===== config.mk =====
export PLATFORM = sky130hd
export DESIGN_NAME = i2c_req_arbiter_flat
export DESIGN_NICKNAME = d
export VERILOG_FILES = /design/src/rtl/i2c_req_arbiter_if.sv /design/src/rtl/i2c_req_arbiter.sv /design/src/flat_wrapper.sv
export SDC_FILE = /design/constraint.sdc
export NUM_CORES = 1
export LEC_CHECK = 0
export BUFFER_PORTS_ARGS = -buffer_cell sky130_fd_sc_hd__buf_4
export CORE_UTILIZATION = 50
export CTS_CLUSTER_SIZE = 16
export DETAILED_ROUTE_END_ITERATION = 7
export PLACE_DENSITY = 0.86
export SLEW_MARGIN = 10
export SYNTH_ARGS = -nofsm -noshare
export SYNTH_HDL_FRONTEND = slang
export SYNTH_SLANG_ARGS = --single-unit

===== constraint.sdc =====
create_clock -name clk -period 2.6 [get_ports clk]
set_clock_uncertainty 0.05 [all_clocks]
set_input_delay 0.39 -clock clk [delete_from_list [all_inputs] [get_ports clk]]
set_output_delay 0.39 -clock clk [all_outputs]
set_load 0.05 [all_outputs]

===== src/rtl/i2c_req_arbiter_if.sv =====
// Handshake bundle between the game-side requesters, the arbiter
// and the shared I2C master.
interface i2c_req_arbiter_if;
   logic [2:0]  req;
   logic [71:0] req_payload;
   logic [2:0]  grant;
   logic [2:0]  done;
   logic [2:0]  err;
   logic        m_start;
   logic [23:0] m_data;
   logic        m_done;
   logic        busy;

   modport master (
      input  req,
      input  req_payload,
      input  m_done,
      output grant,
      output done,
      output err,
      output m_start,
      output m_data,
      output busy
   );

   modport slave (
      output req,
      output req_payload,
      output m_done,
      input  grant,
      input  done,
      input  err,
      input  m_start,
      input  m_data,
      input  busy
   );
endinterface


===== src/rtl/i2c_req_arbiter.sv =====
// Round-robin arbiter sharing one I2C master between three requesters,
// with a saturating watchdog on each outstanding transaction.
module i2c_req_arbiter #(
   parameter int TIMEOUT_CYCLES = 1_000_000
) (
   input logic               clk,
   input logic               reset,
   i2c_req_arbiter_if.master bus
);

   localparam int CW = $clog2(TIMEOUT_CYCLES);
   localparam logic [CW-1:0] LAST_CNT = CW'(TIMEOUT_CYCLES - 1);

   typedef enum logic [1:0] {
      IDLE,
      ISSUE,
      WAIT_DONE
   } state_t;

   state_t        r_state;
   logic [1:0]    r_last;
   logic [2:0]    r_win;
   logic [CW-1:0] r_cnt;
   logic [2:0]    r_grant;
   logic [2:0]    r_done;
   logic [2:0]    r_err;
   logic          r_m_start;
   logic [23:0]   r_m_data;
   logic          r_busy;

   logic [1:0]    w_p1;
   logic [1:0]    w_p2;
   logic [1:0]    w_sel;
   logic [2:0]    w_oh;
   logic [23:0]   w_pay;
   logic          w_any;
   logic          w_pulse;

   // Search order starts just after the last winner and wraps.
   always_comb begin
      w_p1 = (r_last == 2'd2) ? 2'd0 : r_last + 2'd1;
      w_p2 = (w_p1 == 2'd2) ? 2'd0 : w_p1 + 2'd1;
      w_any = |bus.req;
      w_sel = r_last;
      if (bus.req[w_p1])
         w_sel = w_p1;
      else if (bus.req[w_p2])
         w_sel = w_p2;
      w_oh = 3'b001 << w_sel;
      w_pay = bus.req_payload[23:0];
      case (w_sel)
         2'd1:    w_pay = bus.req_payload[47:24];
         2'd2:    w_pay = bus.req_payload[71:48];
         default: w_pay = bus.req_payload[23:0];
      endcase
   end

   // Hold off arbitration while done/err is still pulsing.
   assign w_pulse = (|r_done) | (|r_err);

   always_ff @(posedge clk or posedge reset) begin
      if (reset) begin
         r_state   <= IDLE;
         r_last    <= 2'd2;
         r_win     <= 3'b000;
         r_cnt     <= '0;
         r_grant   <= 3'b000;
         r_done    <= 3'b000;
         r_err     <= 3'b000;
         r_m_start <= 1'b0;
         r_m_data  <= 24'h0;
         r_busy    <= 1'b0;
      end else begin
         r_grant   <= 3'b000;
         r_done    <= 3'b000;
         r_err     <= 3'b000;
         r_m_start <= 1'b0;
         case (r_state)
            IDLE: begin
               if (w_any && !w_pulse) begin
                  r_win     <= w_oh;
                  r_last    <= w_sel;
                  r_m_data  <= w_pay;
                  r_grant   <= w_oh;
                  r_m_start <= 1'b1;
                  r_busy    <= 1'b1;
                  r_state   <= ISSUE;
               end
            end
            ISSUE: begin
               r_cnt   <= '0;
               r_state <= WAIT_DONE;
            end
            WAIT_DONE: begin
               if (bus.m_done) begin
                  r_done  <= r_win;
                  r_busy  <= 1'b0;
                  r_state <= IDLE;
               end else if (r_cnt == LAST_CNT) begin
                  r_err   <= r_win;
                  r_busy  <= 1'b0;
                  r_state <= IDLE;
               end else begin
                  r_cnt <= r_cnt + 1'b1;
               end
            end
            default: begin
               r_busy  <= 1'b0;
               r_state <= IDLE;
            end
         endcase
      end
   end

   assign bus.grant   = r_grant;
   assign bus.done    = r_done;
   assign bus.err     = r_err;
   assign bus.m_start = r_m_start;
   assign bus.m_data  = r_m_data;
   assign bus.busy    = r_busy;

endmodule


===== src/flat_wrapper.sv =====
// flat-port wrapper written by rule: the top's interface ports become plain ports
module i2c_req_arbiter_flat 
#(
   parameter int TIMEOUT_CYCLES = 1_000_000
)
  (clk, reset, bus_req, bus_req_payload, bus_m_done, bus_grant, bus_done, bus_err, bus_m_start, bus_m_data, bus_busy);
  i2c_req_arbiter_if bus_i ();
  input logic clk;
  input logic reset;
  input wire logic [$bits(bus_i.req)-1:0] bus_req;
  input wire logic [$bits(bus_i.req_payload)-1:0] bus_req_payload;
  input wire logic [$bits(bus_i.m_done)-1:0] bus_m_done;
  output wire logic [$bits(bus_i.grant)-1:0] bus_grant;
  output wire logic [$bits(bus_i.done)-1:0] bus_done;
  output wire logic [$bits(bus_i.err)-1:0] bus_err;
  output wire logic [$bits(bus_i.m_start)-1:0] bus_m_start;
  output wire logic [$bits(bus_i.m_data)-1:0] bus_m_data;
  output wire logic [$bits(bus_i.busy)-1:0] bus_busy;
  assign bus_i.req = bus_req;
  assign bus_i.req_payload = bus_req_payload;
  assign bus_i.m_done = bus_m_done;
  assign bus_grant = bus_i.grant;
  assign bus_done = bus_i.done;
  assign bus_err = bus_i.err;
  assign bus_m_start = bus_i.m_start;
  assign bus_m_data = bus_i.m_data;
  assign bus_busy = bus_i.busy;
  i2c_req_arbiter #(.TIMEOUT_CYCLES(TIMEOUT_CYCLES)) u_core (.clk(clk), .reset(reset), .bus(bus_i));
endmodule

==> impl_metrics.py <==
metrics = {
    "power_and_ir_drop": {
        "pwr-share-comb_pct": 50.5,
        "pwr-share-clk_pct": 20.5,
        "seqPwrFrac_pct": 29.1,
        "p_int_mw": 2.741,
        "peakVddDrop_mv": 0.8718,
        "cellLeakagePower_nw": 2.104,
        "total_power_mw": 5.076,
        "cellPowerDensity_nw_per_um2": 1187,
        "p_sw_share_pct": 46.00,
        "power_switching_mw": 2.335,
    },
    "synthesis": {
        "netlist_area_um2": 3115,
        "ys.flop_type": "dfrtp_1",
        "synth_cells": 343,
        "synth-edff-count": 0,
        "synth_cell_type_count": 45,
        "async_flop_share_pct": 100.0,
        "yosysTopAreaCell": "dfrtp_1",
        "synth.net_count": 425,
        "ys_top_cells_by_area": "dfrtp_1, o21ai_0, nand2_1",
        "ys_seq_area_share_pct": 49.84,
        "synth-seq-cells": 62,
        "yosysTopAreaCellShare_pct": 49.00,
        "avgSynthCellArea_um2": 9.083,
        "yosysWarnings": 0,
    },
    "worst_setup_path": {
        "crit_fanout": 25,
        "crit_arrival_ns": 2.50,
        "endpoint_kind": "register",
        "timing.rr.start": "u_core.r_last[1]",
        "cp-start-kind": "register",
        "crit_required_ns": 2.78,
        "crit_path_start": "u_core.r_last[1]",
        "path_class": "register to register",
    },
    "floorplan": {
        "die_h_um": 80.94,
        "dieArea_um2": 6550,
        "num_rows": 28,
        "start_util_pct": 52.31,
        "ioPinCount": 113,
        "core-area_um2": 5956,
        "die_w_um": 80.94,
    },
    "clock_network": {
        "clkSinkCount": 62,
        "root_buffer": "clkbuf_8",
        "clkTransAtPathRegs_ns": 0.07,
        "clkLatencyLatePin_ns": 0.33,
        "cts_tree": "built",
        "max-clock-path-buffers": 2,
        "h-tree-depth": 3,
        "cts_inserted_buffers": 9,
        "post-cts-setup-buffers": 0,
    },
    "place": {
        "dp_slack_ns": 0.008155,
        "place_hpwl_mm": 6.142,
        "gp_congestion": 0.8253,
        "dp_cells": 513,
        "portBuffers": 112,
    },
    "route": {
        "drtPass1Iterations": 5,
        "drc": 0,
        "drtAntennaViolNets": 0,
        "via_count": 3050,
        "first_iter_violations": 237,
        "routed_wl_mm": 8.384,
        "drt-vias-per-instance": 5.766,
        "wl_per_cell_um": 15.85,
    },
    "outcome": {
        "outcome": "finished clean",
    },
    "grt": {
        "globalRouteTotalUtil_pct": 26.85,
        "antenna_found_initial": 0,
        "gr-total-overflow": 0,
        "grt_pass1_vias": 2868,
        "grt_max_degree": 53,
        "grt_pass1_wl_mm": 13.23,
    },
    "sta": {
        "fmax_mhz": 431.5,
        "tns_ns": 0,
        "worstMarginPinSlew_ns": 0.7034,
        "rsz0062_at_grt": "no",
        "timing.final.max_slew_violations": 0,
        "max_slew_margin_pct": 52.74,
        "hold_viol": 0,
        "worst_slack_ns": 0.2822,
        "setup_viol": 0,
        "post-route-min-period_ns": 2.318,
        "fin_crit_sh_pct": 89.14,
    },
    "cells_and_area": {
        "n_antenna_cell": 0,
        "layout-drive-gt1-share_pct": 32.16,
        "fin_nets": 531,
        "area_delta_synth_final_pct": 37.31,
        "fin_cells": 529,
    },
    "hold_path": {
        "holdCritPathClass": "input port to asynchronous set/reset pin",
    },
    "job": {
        "cap_violations": 0,
    },
}
kinds of logic (layout without fill, tap and decap cells):
family / Yosys count / in the layout / share of synthesized area (%)
adder cells (fa/ha/maj): 4 / 4 / 1.606
multiplexers: 1 / 1 / 0.3213
flip-flops: 62 / 62 / 49.84
XOR/XNOR: 8 / 8 / 2.249
AO/OA/AOI/OAI: 107 / 107 / 21.13
AND/OR/NAND/NOR: 131 / 131 / 20.92
buffers and inverters: 30 / 141 / 3.936
critical path: stages, from the launching register on:
cell and delay [ns]:
dfstp_2 0.56, nor2b_1 0.06, o22ai_1 0.10, o21ai_0 0.24, inv_1 0.12, ha_2 0.52
a22oi_1 0.14, nand2_1 0.09, o21ai_0 0.10, o21ai_0 0.23
cells in the final DEF (no fill, tap or decap), types with 2 or more instances in the layout:
cell         n
bufinv_16    3
ha_1         2
o311ai_0     2
clkbuf_8    10
xnor2_1      3
and2_1       3
o41ai_1      3
nand4_1      8
and3_1       9
nand2b_1     3
o211ai_1     5
o31ai_1      2
a21oi_1      4
nor2_1      20
inv_2        2
a22oi_1     24
buf_4      116
a21o_1       3
dfrtp_1     61
nand3_1      6
nand2_1     62
nor4_1       4
nor2b_1      3
or3_1        2
nor3_1       2
xor2_1       5
ha_2         2
inv_1        6
o21ai_0     58
path summary, 6_finish.rpt:
path / end / cells past startpoint / slack [ns]
worst max-delay path: u_core.bus.m_data[2] / 9 / 0.28
worst min-delay path: u_core.bus.m_data[17] / 2 / 0.11
worst max register to register: u_core.bus.m_data[2] / 9 / 0.28
worst min register to register: u_core.bus.m_data[14] / 2 / 0.44
max in group asynchronous: u_core.r_last[1] / 3 / 1.71
min in group clk: u_core.bus.m_data[17] / 3 / 0.30
area by class of cell:
cell class	instances	area, um^2
Fill cell	451	1678
Multi-Input combinational cell	251	1463
Clock inverter	5	106.4
Timing Repair Buffer	117	890.9
Inverter	8	30.03
Clock buffer	11	141.4
Sequential cell	62	1553
Tap cell	75	93.84
flip-flops by register name, indices dropped and copies added (netlist names):
register / flops
u_core.bus.m_data: 24
u_core.bus.busy: 1
u_core.bus.err: 3
u_core.bus.m_start: 1
u_core.r_state: 2
u_core.r_win: 3
u_core.r_cnt: 20
u_core.bus.done: 3
u_core.bus.grant: 3
u_core.r_last: 2
per-stage QoR:
stage	util [%]	hold WS [ns]	cell area, um^2
final	71.83	0.1059	4278
after global routing	71.83	0.1685	4278
after CTS	71.74	0.1280	4273
after detailed placement	67.58	0.4249	4025
after global placement	67.58	0.4127	4025
after floorplan	-	0.4049	3115
routing by layer:
layer	GRT usage, %	up-vias	part of all wire [%]
met5	0	-	0
met4	14.11	0	3.3
met3	7.303	25	7.3
met2	45.71	134	50
met1	30.66	1447	39
li1	-	1444	-
Yosys cell counts, types with 2 or more instances:
master,n
nand2_1,62
and3_1,9
nand4_1,8
nor2b_1,3
a22oi_1,24
nor3_1,2
inv_1,7
a21o_1,3
o311ai_0,2
clkbuf_1,16
o211ai_1,5
o41ai_1,3
buf_1,3
or3_1,2
nor2_1,20
and2_1,3
nand3_1,6
ha_1,4
xor2_1,5
buf_2,2
o21ai_0,58
dfrtp_1,61
nor4_1,4
nand2b_1,3
xnor2_1,3
a21oi_1,4
o31ai_1,2
o311ai_1,2
power by group through the flow:
stage          logic, mW  registers [mW]  clock network [mW]
3_5_place_dp        2.56            1.48                   0
3_3_place_gp        2.49            1.47                   0
4_1_cts             2.56            1.47                1.05
2_1_floorplan       1.09            2.17                   0
6_report            2.56            1.48                1.04
5_1_grt             2.81            1.50                1.10
repair_timing:
item	CTS	global route
endpoints found under the setup margin	0	24
gates resized for setup	0	2
hold buffers	0	0
Note: power is estimated with default switching activity, not from simulation.
